[src/rtl/sum_disp_pkg.sv]
// Shared types and constants for the sum display driver: state encoding,
// active-high 7-segment patterns {g,f,e,d,c,b,a}, widths, and one
// shift-add-3 step of the binary-to-BCD converter.
package sum_disp_pkg;
  localparam int BCD_W = 4;
  localparam int BIN_W = 5;
  localparam int SR_W  = 2*BCD_W + BIN_W;

  typedef enum logic {
    ST_IDLE = 1'b0,
    ST_CONV = 1'b1
  } state_e;

  localparam logic [6:0] SEG_0     = 7'h3F;
  localparam logic [6:0] SEG_1     = 7'h06;
  localparam logic [6:0] SEG_2     = 7'h5B;
  localparam logic [6:0] SEG_3     = 7'h4F;
  localparam logic [6:0] SEG_4     = 7'h66;
  localparam logic [6:0] SEG_5     = 7'h6D;
  localparam logic [6:0] SEG_6     = 7'h7D;
  localparam logic [6:0] SEG_7     = 7'h07;
  localparam logic [6:0] SEG_8     = 7'h7F;
  localparam logic [6:0] SEG_9     = 7'h6F;
  localparam logic [6:0] SEG_BLANK = 7'h00;

  // One conversion step on {tens, units, bin}: correct each BCD nibble
  // that would overflow when doubled, then shift the whole register left.
  function automatic logic [SR_W-1:0] dd_step(input logic [SR_W-1:0] sr);
    logic [SR_W-1:0] t;
    t = sr;
    if (t[SR_W-1 -: BCD_W] >= 4'd5)
      t[SR_W-1 -: BCD_W] = t[SR_W-1 -: BCD_W] + 4'd3;
    if (t[BIN_W+BCD_W-1 -: BCD_W] >= 4'd5)
      t[BIN_W+BCD_W-1 -: BCD_W] = t[BIN_W+BCD_W-1 -: BCD_W] + 4'd3;
    return {t[SR_W-2:0], 1'b0};
  endfunction
endpackage

[src/rtl/seg7_encoder.sv]
// Combinational BCD to 7-segment encoder, active-high output.
// Values above 9 and an asserted blank input both produce an unlit digit.
module seg7_encoder
  import sum_disp_pkg::*;
(
  input  logic [BCD_W-1:0] bcd_i,
  input  logic             blank_i,
  output logic [6:0]       seg_o
);

  // Pattern lookup; blank wins over the digit value.
  always_comb begin
    seg_o = SEG_BLANK;
    if (!blank_i) begin
      case (bcd_i)
        4'd0:    seg_o = SEG_0;
        4'd1:    seg_o = SEG_1;
        4'd2:    seg_o = SEG_2;
        4'd3:    seg_o = SEG_3;
        4'd4:    seg_o = SEG_4;
        4'd5:    seg_o = SEG_5;
        4'd6:    seg_o = SEG_6;
        4'd7:    seg_o = SEG_7;
        4'd8:    seg_o = SEG_8;
        4'd9:    seg_o = SEG_9;
        default: seg_o = SEG_BLANK;
      endcase
    end
  end

endmodule

[src/rtl/sum_display_driver.sv]
// Binary sum (0..31) to two BCD digits via a 5-step shift-add-3 FSM, driving
// a time-multiplexed two-digit 7-segment display.
// Optional macro LEADING_ZERO_BLANK_EN: blank the tens digit when it is 0.
module sum_display_driver
  import sum_disp_pkg::*;
#(
  parameter int SCAN_DIV       = 1000,
  parameter bit SEG_ACTIVE_LOW = 1'b1
) (
  input  logic             CLK,
  input  logic             RST,
  input  logic [BIN_W-1:0] Din,
  output logic [6:0]       Seg,
  output logic [1:0]       Com,
  output logic [BCD_W-1:0] Tens,
  output logic [BCD_W-1:0] Units,
  output logic             Busy
);

  localparam int         CNT_W   = (SCAN_DIV > 2) ? $clog2(SCAN_DIV) : 1;
  localparam logic [6:0] SEG_OFF = SEG_ACTIVE_LOW ? ~SEG_BLANK : SEG_BLANK;

  state_e            state_q, state_d;
  logic [SR_W-1:0]   sr_q, sr_d, sr_step;
  logic [2:0]        step_q, step_d;
  logic [BIN_W-1:0]  cap_q, cap_d;
  logic [BIN_W-1:0]  last_q, last_d;
  logic [BCD_W-1:0]  tens_q, tens_d;
  logic [BCD_W-1:0]  units_q, units_d;
  logic              busy_q, busy_d;

  logic [CNT_W-1:0]  cnt_q;
  logic [1:0]        com_q;
  logic [6:0]        seg_q;
  logic              tick, sel_tens, enc_blank;
  logic [BCD_W-1:0]  enc_digit;
  logic [6:0]        enc_seg;

  assign sr_step = dd_step(sr_q);

  // Conversion FSM next-state: start on a changed input, finish after 5 steps.
  always_comb begin
    state_d = state_q;
    sr_d    = sr_q;
    step_d  = step_q;
    cap_d   = cap_q;
    last_d  = last_q;
    tens_d  = tens_q;
    units_d = units_q;
    busy_d  = busy_q;
    case (state_q)
      ST_IDLE: begin
        if (Din != last_q) begin
          sr_d    = {{(2*BCD_W){1'b0}}, Din};
          step_d  = 3'd0;
          cap_d   = Din;
          busy_d  = 1'b1;
          state_d = ST_CONV;
        end
      end
      ST_CONV: begin
        sr_d   = sr_step;
        step_d = step_q + 3'd1;
        if (step_q == 3'd4) begin
          tens_d  = sr_step[SR_W-1 -: BCD_W];
          units_d = sr_step[BIN_W+BCD_W-1 -: BCD_W];
          last_d  = cap_q;
          busy_d  = 1'b0;
          state_d = ST_IDLE;
        end
      end
      default: state_d = ST_IDLE;
    endcase
  end

  // Conversion FSM state and datapath registers.
  always_ff @(posedge CLK or negedge RST) begin
    if (!RST) begin
      state_q <= ST_IDLE;
      sr_q    <= '0;
      step_q  <= '0;
      cap_q   <= '0;
      last_q  <= '0;
      tens_q  <= '0;
      units_q <= '0;
      busy_q  <= 1'b0;
    end else begin
      state_q <= state_d;
      sr_q    <= sr_d;
      step_q  <= step_d;
      cap_q   <= cap_d;
      last_q  <= last_d;
      tens_q  <= tens_d;
      units_q <= units_d;
      busy_q  <= busy_d;
    end
  end

  // The digit about to be selected: tens follows units, anything else
  // (including the all-off reset state) goes to units.
  assign tick      = (cnt_q == CNT_W'(SCAN_DIV - 1));
  assign sel_tens  = (com_q == 2'b01);
  assign enc_digit = sel_tens ? tens_q : units_q;
`ifdef LEADING_ZERO_BLANK_EN
  assign enc_blank = sel_tens && (tens_q == '0);
`else
  assign enc_blank = 1'b0;
`endif

  seg7_encoder u_enc (
    .bcd_i   (enc_digit),
    .blank_i (enc_blank),
    .seg_o   (enc_seg)
  );

  // Scan counter; each wrap switches the digit and latches its pattern.
  always_ff @(posedge CLK or negedge RST) begin
    if (!RST) begin
      cnt_q <= '0;
      com_q <= 2'b00;
      seg_q <= SEG_OFF;
    end else if (tick) begin
      cnt_q <= '0;
      com_q <= sel_tens ? 2'b10 : 2'b01;
      seg_q <= SEG_ACTIVE_LOW ? ~enc_seg : enc_seg;
    end else begin
      cnt_q <= cnt_q + 1'b1;
    end
  end

  assign Seg   = seg_q;
  assign Com   = com_q;
  assign Tens  = tens_q;
  assign Units = units_q;
  assign Busy  = busy_q;

endmodule

[config.mk]
export PLATFORM = sky130hd
export DESIGN_NAME = sum_display_driver
export DESIGN_NICKNAME = d
export VERILOG_FILES = /design/src/rtl/sum_disp_pkg.sv /design/src/rtl/seg7_encoder.sv /design/src/rtl/sum_display_driver.sv
export SDC_FILE = /design/constraint.sdc
export NUM_CORES = 1
export LEC_CHECK = 0
export BUFFER_PORTS_ARGS = -buffer_cell sky130_fd_sc_hd__buf_4
export CAP_MARGIN = 15
export CORE_AREA = 2 2 83 85
export DETAILED_ROUTE_END_ITERATION = 7
export DIE_AREA = 0 0 85 87
export PLACE_DENSITY = 0.62
export SYNTH_ARGS = -nofsm -noshare
export SYNTH_HDL_FRONTEND = slang
export SYNTH_SLANG_ARGS = --single-unit
[constraint.sdc]
create_clock -name CLK -period 1.95 [get_ports CLK]
set_input_delay 0.39 -clock CLK [delete_from_list [all_inputs] [get_ports CLK]]
set_output_delay 0.39 -clock CLK [all_outputs]
set_load 0.005 [all_outputs]
## Word level (Yosys, flattened, before mapping)

Memories as Yosys holds them, arrays and structs flattened.
Index checks and enable logic that the tools add are counted.

| storage, ports and cells | value |
|---|---|
| memories | 1 |
| ROM bits | 112 |
| register bits | 55 |
| word-level logic and storage cells | 44 |
| input bits | 7 |
| output and inout port bits | 18 |

| operators by class | value |
|---|---|
| equality and inequality tests | 6 |
| add/subtract/negate cells | 4 |
| order comparisons | 2 |
| muxes and demuxes | 15 |
| reductions and logical operators | 3 |
| bitwise gates (word level) | 2 |

Memories:

| memory | depth | width | rd ports | clocked after memory_dff | write ports | line | source |
|---|---|---|---|---|---|---|---|
| (name not given) | 16 | 7 | 1 | 0 | 0 | seg7_encoder.sv:15 | `case (bcd_i)` |

Operator list:

| kind | count |
|---|---|
| $pmux 13 s2 | 1 |
| $mux 13 | 1 |
| $add 10x1->10 const B | 1 |
| $eq 10x10->1 const B | 1 |
| $mux 10 | 1 |
| $ge 4x3->1 const B | 2 |
| $mux 4 | 2 |
| $not 7->7 | 1 |
| $mux 3 | 2 |
| $pmux 3 s2 | 1 |
| $reduce_and 2->1 | 3 |
| $ne 5x5->1 | 1 |
| $add 4x2->4 const B | 1 |
| $mux 1 | 4 |
| $pmux 1 s2 | 2 |
| $add 3x1->3 const B | 1 |
| $add 3x2->3 const B | 1 |
| $eq 3x3->1 const B | 1 |
| $eq 2x1->1 const B | 1 |
| $mux 2 | 1 |
| $ne 2x1->1 const B | 1 |
| $ne 2x2->1 const B | 1 |
| $not 1->1 | 1 |

## Longest topological paths before layout

Gate-level depths: netlist (run 1).
An unclocked memory read counts as a cell.

| logic depth | value |
|---|---|
| depth in word-level cells | 4 |
| gate-level depth with buffers | 10 |
| mapped depth without buffers | 9 |

## Hierarchy

A second synthesis (run 1) with hierarchy kept.

| second synthesis, totals | value |
|---|---|
| cells, all modules | 260 |
| area total of the unflattened synthesis | 2761.4 sq um |

Modules (own cells, without submodules):

| module | instances | cells an instance | area an instance (sq um) |
|---|---|---|---|
| sum_display_driver | 1 | 229 | 2531.2 |
| seg7_encoder | 1 | 31 | 230.2 |

## Worst setup path before layout (run 1)

Ideal clock, no wire load.

| timing path | value |
|---|---|
| path kind | flip-flop to flip-flop |
| from | reg com_q[0], in the netlist Com[0] |
| to | reg seg_q[1], in the netlist Seg[1] |
| required time | 1.877 ns |
| stages on the path, launching flop included | 7 |
| setup slack | 0.138 ns |
| path buffers | 1 |
| library setup time | 0.073 ns |
| arrival | 1.739 ns |
| path through | dfrtp_1 nor2b_1 buf_6 mux2i_1 ha_1 or2_2 a21oi_1 |

| on the way | value |
|---|---|
| longest elaborated chain between the ends | 4 |

Ends and longest elaborated chain:

| item | line | source |
|---|---|---|
| start: declaration | sum_display_driver.sv:33 | `logic [1:0] com_q;` |
| start signal: assignment | sum_display_driver.sv:124 | `com_q <= sel_tens ? 2'b10 : 2'b01;` |
| $eq 2x1->1 | sum_display_driver.sv:102 | `assign sel_tens = (com_q == 2'b01);` |
| $mux 4 | sum_display_driver.sv:103 | `assign enc_digit = sel_tens ? tens_q : units_q;` |
| $mem_v2 16x7 | -- |  |
| $not 7->7 | sum_display_driver.sv:125 | `seg_q <= SEG_ACTIVE_LOW ? ~enc_seg : enc_seg;` |
| end signal: assignment | sum_display_driver.sv:125 |  |
| end: declaration | sum_display_driver.sv:34 | `logic [6:0] seg_q;` |

No other way between the ends.
A chain may end at the register's enable or synchronous reset.

## Worst setup path after layout (run 1)

| timing path | value |
|---|---|
| from | reg com_q[1], in the netlist Com[1] |
| to | reg seg_q[1], in the netlist Seg[1] |

The elaborated chain is that of the path after synthesis.

==> results of run 1 <==
[final timing paths]
| kind | end | slack, ps | depth (start not counted) |
|---|---|---|---|
| worst max-delay path | Seg[1]$_DFFE_PN1N_ | 170 | 5 |
| max in group asynchronous | cnt_q[4]$_DFF_PN0_ | 1360 | 1 |
| worst min register to register | cnt_q[0]$_DFF_PN0_ | 460 | 1 |
| worst max register to register | Seg[1]$_DFFE_PN1N_ | 170 | 5 |
| min in group CLK | cap_q[3]$_DFFE_PN0P_ | 340 | 2 |
| worst min-delay path | Tens[2]$_DFFE_PN0P_ | 120 | 1 |
[worst max-delay path, delay by kind of cell, from the launching register on]
kind,cells,cell delay (ps)
mux,1,350
simple gates,2,480
fa+ha+maj,1,310
compound gates,1,140
flops,1,440
[layer usage]
layer	up-vias	track usage [%]	routed length, um	share of wire (%)
met5	-	0	0	0
met1	953	20.5	2550	49
met2	33	23.9	2370	46
met4	0	3.46	32	0.62
met3	5	2.94	210	4.1
li1	1019	-	-	-
[power breakdown]
part / internal, mW / switching (mW)
clock: 0.291 / 0.366
sequential: 1.50 / 0.312
combinational: 0.831 / 0.869
[stage by stage]
step / hold WS (ps) / setup slack, ps
CTS: 151 / 74.5
finish: 124 / 172
global placement: 450 / 131
floorplan: 94.4 / 138
global route: 187 / 24.6
detailed placement: 456 / 106
[sequential cells by signal, summed over array words and instances (netlist names)]
signal,flops
Com,2
last_q,5
Units,4
step_q,3
Busy,1
Tens,4
cap_q,5
sr_q,13
cnt_q,10
state_q,1
Seg,7
[cell usage in the layout (no fill, tap or decap), types with 2 or more instances in the layout]
master,n
mux2i_1,6
and3_1,2
xnor2_1,11
dfstp_2,7
inv_1,12
or3_1,4
dfrtp_1,48
nor3b_1,2
nand4_1,4
o211ai_1,4
nor3_1,2
mux2_2,12
clkbuf_8,6
nand2_1,32
a21oi_1,13
o2bb2ai_1,2
nand2b_1,3
buf_4,34
o311ai_0,2
xor2_1,4
ha_1,12
and2_1,3
nor2_1,16
a31oi_1,6
o22ai_1,5
nand3_1,12
o21ai_0,19
[cell type report]
type	instances	area (um^2)	area share (%)
clock buffer	6	82.6	2.58
sequential	55	1390	43.2
tap	80	100	3.12
inverter	12	45.0	1.40
multi-input combinational	195	1320	41.2
clock inverter	2	16.3	0.507
timing repair buffer	34	255	7.96
[logic make-up (layout without fill, tap and decap cells)]
kind of cell / after synthesis / count (layout)
simple gates: 88 / 88
compound gates: 61 / 61
flops: 55 / 55
buf+inv: 23 / 54
mux: 19 / 19
xor+xnor: 15 / 15
fa+ha+maj: 12 / 12
==> out/results.txt, run 1 <==
Cell Chain, Critical Path: nor2b_2, mux2i_2, ha_1, or2_2, a21oi_1
Tot Pwr: 4.16 mW
leakage: 1.40 nW
Routed Antenna Nets: 0
Gate Count Post-Synth: 273
most common cell in the netlist: dfrtp_1
Final Hold Fails: 0
CP peak stage delay: 440 ps
Synth Net Count: 292
post-layout util: 48.8%
setup violators final: 0
Port Buffers: 24
Max Freq: 0.563 GHz
yosys synthesis warning count: 0
Placer Congestion: 0.748
unrepaired setup endpoints after global routing: no
Final min period: 1780 ps
die width: 85 um
Die ar.: 0.00740 mm^2
Max Slew Vio Count: 0
period utilization: 91.2%
Setup Skew: 5.47 ps
max-cap viol count: 0
power density cells: 1300 mW/mm^2
Synth Area in Simple Gates: 15.4%
critical path launch point type: register
Hold Buf Count CTS: 0
crit path kind: reg2reg
dpl cells: 376
CP arrival: 2020 ps
Antenna diodes: 0
Yosys reg bits: 55
Clock Sinks: 55
share of the synthesized area in the top cell type: 42.9%
Setup crit end kind: register
vias in the first global route: 1,888
initial antenna violation count: 0
Async SR Flop Fraction: 100%
DR vias/cell: 5.23
Synth Area in Compound Gates: 14.2%
Post-CTS Setup Bufs: 0
number of fill cells: 608
clock root buffer: clkbuf_8
Post-synth top cells: dfrtp_1, nand2_1, o21ai_0, nor2_1, a21oi_1
worst-path fanout max: 6
# nets final: 322
largest family of logic cells by synthesized area: simple AND/OR/NAND/NOR gates
RR Startpoint: Com[1]$_DFFE_PN0N_
post-synthesis adder-cell area fraction: 5.36%
total wire length: 5.16 mm
final instance area: 0.00321 mm^2
DPL Wire Length: 3.64 mm
mux cell area share after synthesis: 7.32%
synth unique cells: 46
Initial Utilization: 42.6%
Area after DPL: 0.00310 mm^2
largest net degree at the start of global routing: 56
H-tree levels: 2
Area contributors post-synth: dfrtp_1, dfstp_2, ha_1
status: completed
Worst Hold Class: in2async
Pre-Repair DR Iteration Count: 4
Clk pin slew, worst setup/hold paths: 100 ps
synthesized cell area: 0.00280 mm^2
Die Y: 87 um
WL/cell: 13.4 um
EDFF count, synth: 0
post-CTS resize count: 0
CP startpoint: Com[1]$_DFFE_PN0N_
Worst-Skew Late Latency: 300 ps
DRT iter0 DRCs: 86
gr ovfl total: 0
Area Growth Syn to Fin: 14.5%
Post-Syn Area per Cell: 10.3 um^2
critical path's slowest cell: dfrtp_1
CTS Buf Count: 5
maximum root-to-sink buffer count: 2
fin cells: 384
first-pass GRT wire length: 8.93 mm
Seq/Total Area, Yosys: 49.4%
dominant cell type by area after synthesis: dfrtp_1
Core Area: 0.00657 mm^2
Ports: 25
Req. time, crit path: 2190 ps
Slew HR: 53.6%
Max IR drop VDD: 615 uV
via count: 2,010
GRT Total Usage: 14.7%
CTS tree: yes
Rows: 30
Worst Max-Slew Pin Slew: 696 ps
Residual DRC: 0
post-route setup TNS: 0 ps
top_reg_cell synth: dfrtp_1
XOR/XNOR Fraction of Synth Area: 4.69%
layout cells sized above 1: 22.4%
No activity file was read; power rests on OpenSTA's default activity.
==> inputs of run 2 (changes only) <==
--- a/config.mk
+++ b/config.mk
@@ -7,10 +7,10 @@
 export LEC_CHECK = 0
 export BUFFER_PORTS_ARGS = -buffer_cell sky130_fd_sc_hd__buf_4
 export CAP_MARGIN = 15
-export CORE_AREA = 2 2 83 85
+export CORE_AREA = 2 2 82 84
 export DETAILED_ROUTE_END_ITERATION = 7
-export DIE_AREA = 0 0 85 87
-export PLACE_DENSITY = 0.62
+export DIE_AREA = 0 0 84 86
+export PLACE_DENSITY = 0.63
 export SYNTH_ARGS = -nofsm -noshare
 export SYNTH_HDL_FRONTEND = slang
 export SYNTH_SLANG_ARGS = --single-unit
==> constraint.sdc (replaced) <==
create_clock -name CLK -period 2 [get_ports CLK]
set_input_delay 0.4 -clock CLK [delete_from_list [all_inputs] [get_ports CLK]]
set_output_delay 0.4 -clock CLK [all_outputs]
set_load 0.005 [all_outputs]
==> run 2 against run 1 <==
Sequential share of layout area increased by 0.24 points. Sequential power about the same. Hold slack better by 14 ps. Largest cell class unchanged. Clock-buffer cell count unchanged.
==> out/results.txt, run 2 (synthesis results as in run 1) <==
status: completed
Clk pin slew, worst setup/hold paths: 100 ps (about the same)
Worst-Skew Late Latency: 300 ps (about the same)
Core Area: 0.00628 mm^2 (-4.4%)
r2r setup slk: 140 ps (-30 ps)
clock root buffer: clkbuf_8
power density cells: 1270 mW/mm^2 (-2.3%)
Place WS: 148 ps (+41.8 ps)
Area Growth Syn to Fin: 13.8%
final instance area: 0.00319 mm^2 (-0.55%)
Net Sw Frac: 37.3% (+0.20 points)
DRT iter0 DRCs: 78 (-9.3%)
WL/cell: 13.9 um (+3.4%)
Reg area: 0.00139 mm^2 (unchanged)
# nets final: 321 (-0.31%)
largest net degree at the start of global routing: 56 (unchanged)
Die ar.: 0.00722 mm^2 (-2.3%)
combinational share of power: 40.4% (-0.4 points)
most common cell after layout, fill and taps aside: dfrtp_1
CP peak stage delay: 430 ps (about the same)
Post-CTS Setup Bufs: 0 (unchanged)
post-route setup TNS: 0 ps (unchanged)
max FFs per register: 13 (unchanged)
GRT Total Usage: 16.0% (+1.2 points)
H-tree levels: 2 (unchanged)
dominant delay contributor by cell family on the critical path: simple AND/OR/NAND/NOR gates
sw power: 1.51 mW (-2.3%)
Area after DPL: 0.00309 mm^2 (-0.36%)
first-pass GRT wire length: 9.40 mm (+5.3%)
initial antenna violation count: 0 (unchanged)
dpl cells: 372 (-1.1%)
Port Buffers: 24 (unchanged)
vias in the first global route: 2,041 (+8.1%)
CP arrival: 2090 ps (+70 ps)
CTS tree: yes
final hold slack: 137 ps (+13.7 ps)
maximum root-to-sink buffer count: 2 (unchanged)
cell internal pwr: 2.54 mW (-3.1%)
Setup crit end kind: register
worst-path fanout max: 6 (unchanged)
most frequent cells in the layout: dfrtp_1, buf_4, nand2_1, o21ai_0, nor2_1
DR vias/cell: 5.32 (+1.6%)
Hold Buf Count CTS: 0 (unchanged)
Largest Register: sr_q
Ports: 25 (unchanged)
period utilization: 93.0% (+1.8 points)
Final Hold Fails: 0 (unchanged)
Req. time, crit path: 2240 ps (+50 ps)
Slew HR: 53.8% (+0.25 points)
Die Y: 86 um (-1.1%)
post-layout util: 50.8% (+2.0 points)
Max Freq: 0.538 GHz (-4.4%)
Flop pwr share: 43.9% (+0.5 points)
worst setup margin: 140 ps (-32.1 ps)
leakage: 1.39 nW (-0.55%)
Setup Skew: 11.6 ps (+6.16 ps)
crit path kind: reg2reg
Worst Max-Slew Pin Slew: 693 ps (-3.78 ps)
post-CTS resize count: 0 (unchanged)
layout cells sized above 1: 21.5% (-0.92 points)
Rows: 29 (-3.3%)
Max Slew Vio Count: 0 (unchanged)
Final min period: 1860 ps (+82.1 ps)
Clock Sinks: 55 (unchanged)
RR Endpoint: Seg[1]$_DFFE_PN1N_
unrepaired setup endpoints after global routing: no
CTS Buf Count: 5 (unchanged)
number of fill cells: 598 (-1.6%)
die width: 84 um (-1.2%)
RR Startpoint: Com[1]$_DFFE_PN0N_
total wire length: 5.28 mm (+2.3%)
Residual DRC: 0 (unchanged)
Register-to-Register Path Depth: 5 (unchanged)
Worst Hold Class: in2async
Pre-Repair DR Iteration Count: 4 (unchanged)
gr ovfl total: 0 (unchanged)
Routed Antenna Nets: 0 (unchanged)
area occupied by multi-input gates: 0.00132 mm^2 (-0.47%)
max-cap viol count: 0 (unchanged)
Initial Utilization: 44.6% (+2.0 points)
WP buf/inv: 0 (unchanged)
Tot Pwr: 4.05 mW (-2.8%)
Placer Congestion: 0.823 (+9.9%)
via count: 2,020 (+0.50%)
Antenna diodes: 0 (unchanged)
Max IR drop VDD: 670 uV (+8.9%)
setup violators final: 0 (unchanged)
DPL Wire Length: 3.76 mm (+3.2%)
fin cells: 380 (-1.0%)
critical path launch point type: register
Cell Chain, Critical Path: nor2b_1, mux2i_1, ha_1, or2_2, a21oi_1
Clk network pwr share: 15.7% (about the same)
critical path's slowest cell: dfrtp_1
[run 2: cell count changes in the layout (fill, tap and decap cells not counted)]
cell	change
buf_4	-1
mux2i_1	+1
mux2i_2	-1
nor2b_1	+1
nor2b_2	-1
[run 2: power groups by stage]
stage | combinational, mW | clock, mW | sequential [mW]
floorplan | 1.25 | 0 | 1.70
detailed placement | 1.65 | 0 | 1.80
global placement | 1.60 | 0 | 1.78
finish | 1.63 | 0.635 | 1.78
CTS | 1.66 | 0.661 | 1.78
global route | 1.88 | 0.710 | 1.84
[run 2: worst max-delay path by stage]
stage | start | endpoint | slack (ps) | cells after the start
2_1_floorplan | Com[0]$_DFFE_PN0N_ | Seg[1]$_DFFE_PN1N_ | 190 | 6
3_3_place_gp | Com[1]$_DFFE_PN0N_ | Seg[1]$_DFFE_PN1N_ | 190 | 5
3_5_place_dp | Com[1]$_DFFE_PN0N_ | Seg[1]$_DFFE_PN1N_ | 150 | 5
4_1_cts | Com[1]$_DFFE_PN0N_ | Seg[1]$_DFFE_PN1N_ | 140 | 5
5_1_grt | Com[1]$_DFFE_PN0N_ | Seg[0]$_DFFE_PN1N_ | 7 | 7
6_report | Com[1]$_DFFE_PN0N_ | Seg[1]$_DFFE_PN1N_ | 140 | 5
[run 2: area by class of cell]
| type | count | share of cell area (%) |
|---|---|---|
| timing repair buffer | 33 | 7.77 |
| tap | 77 | 3.02 |
| inverter | 12 | 1.41 |
| clock buffer | 6 | 2.59 |
| clock inverter | 2 | 0.510 |
| multi-input combinational | 195 | 41.3 |
| sequential | 55 | 43.4 |
[run 2: routing by layer]
layer  up-vias  global-route usage [%]  part of all wire [%]
li1       1016                       -                     -
met1       956                    21.3                    48
met2        42                    26.5                    46
met3         6                    3.18                   4.3
met4         0                    4.99                   1.1
met5         -                       0                     0
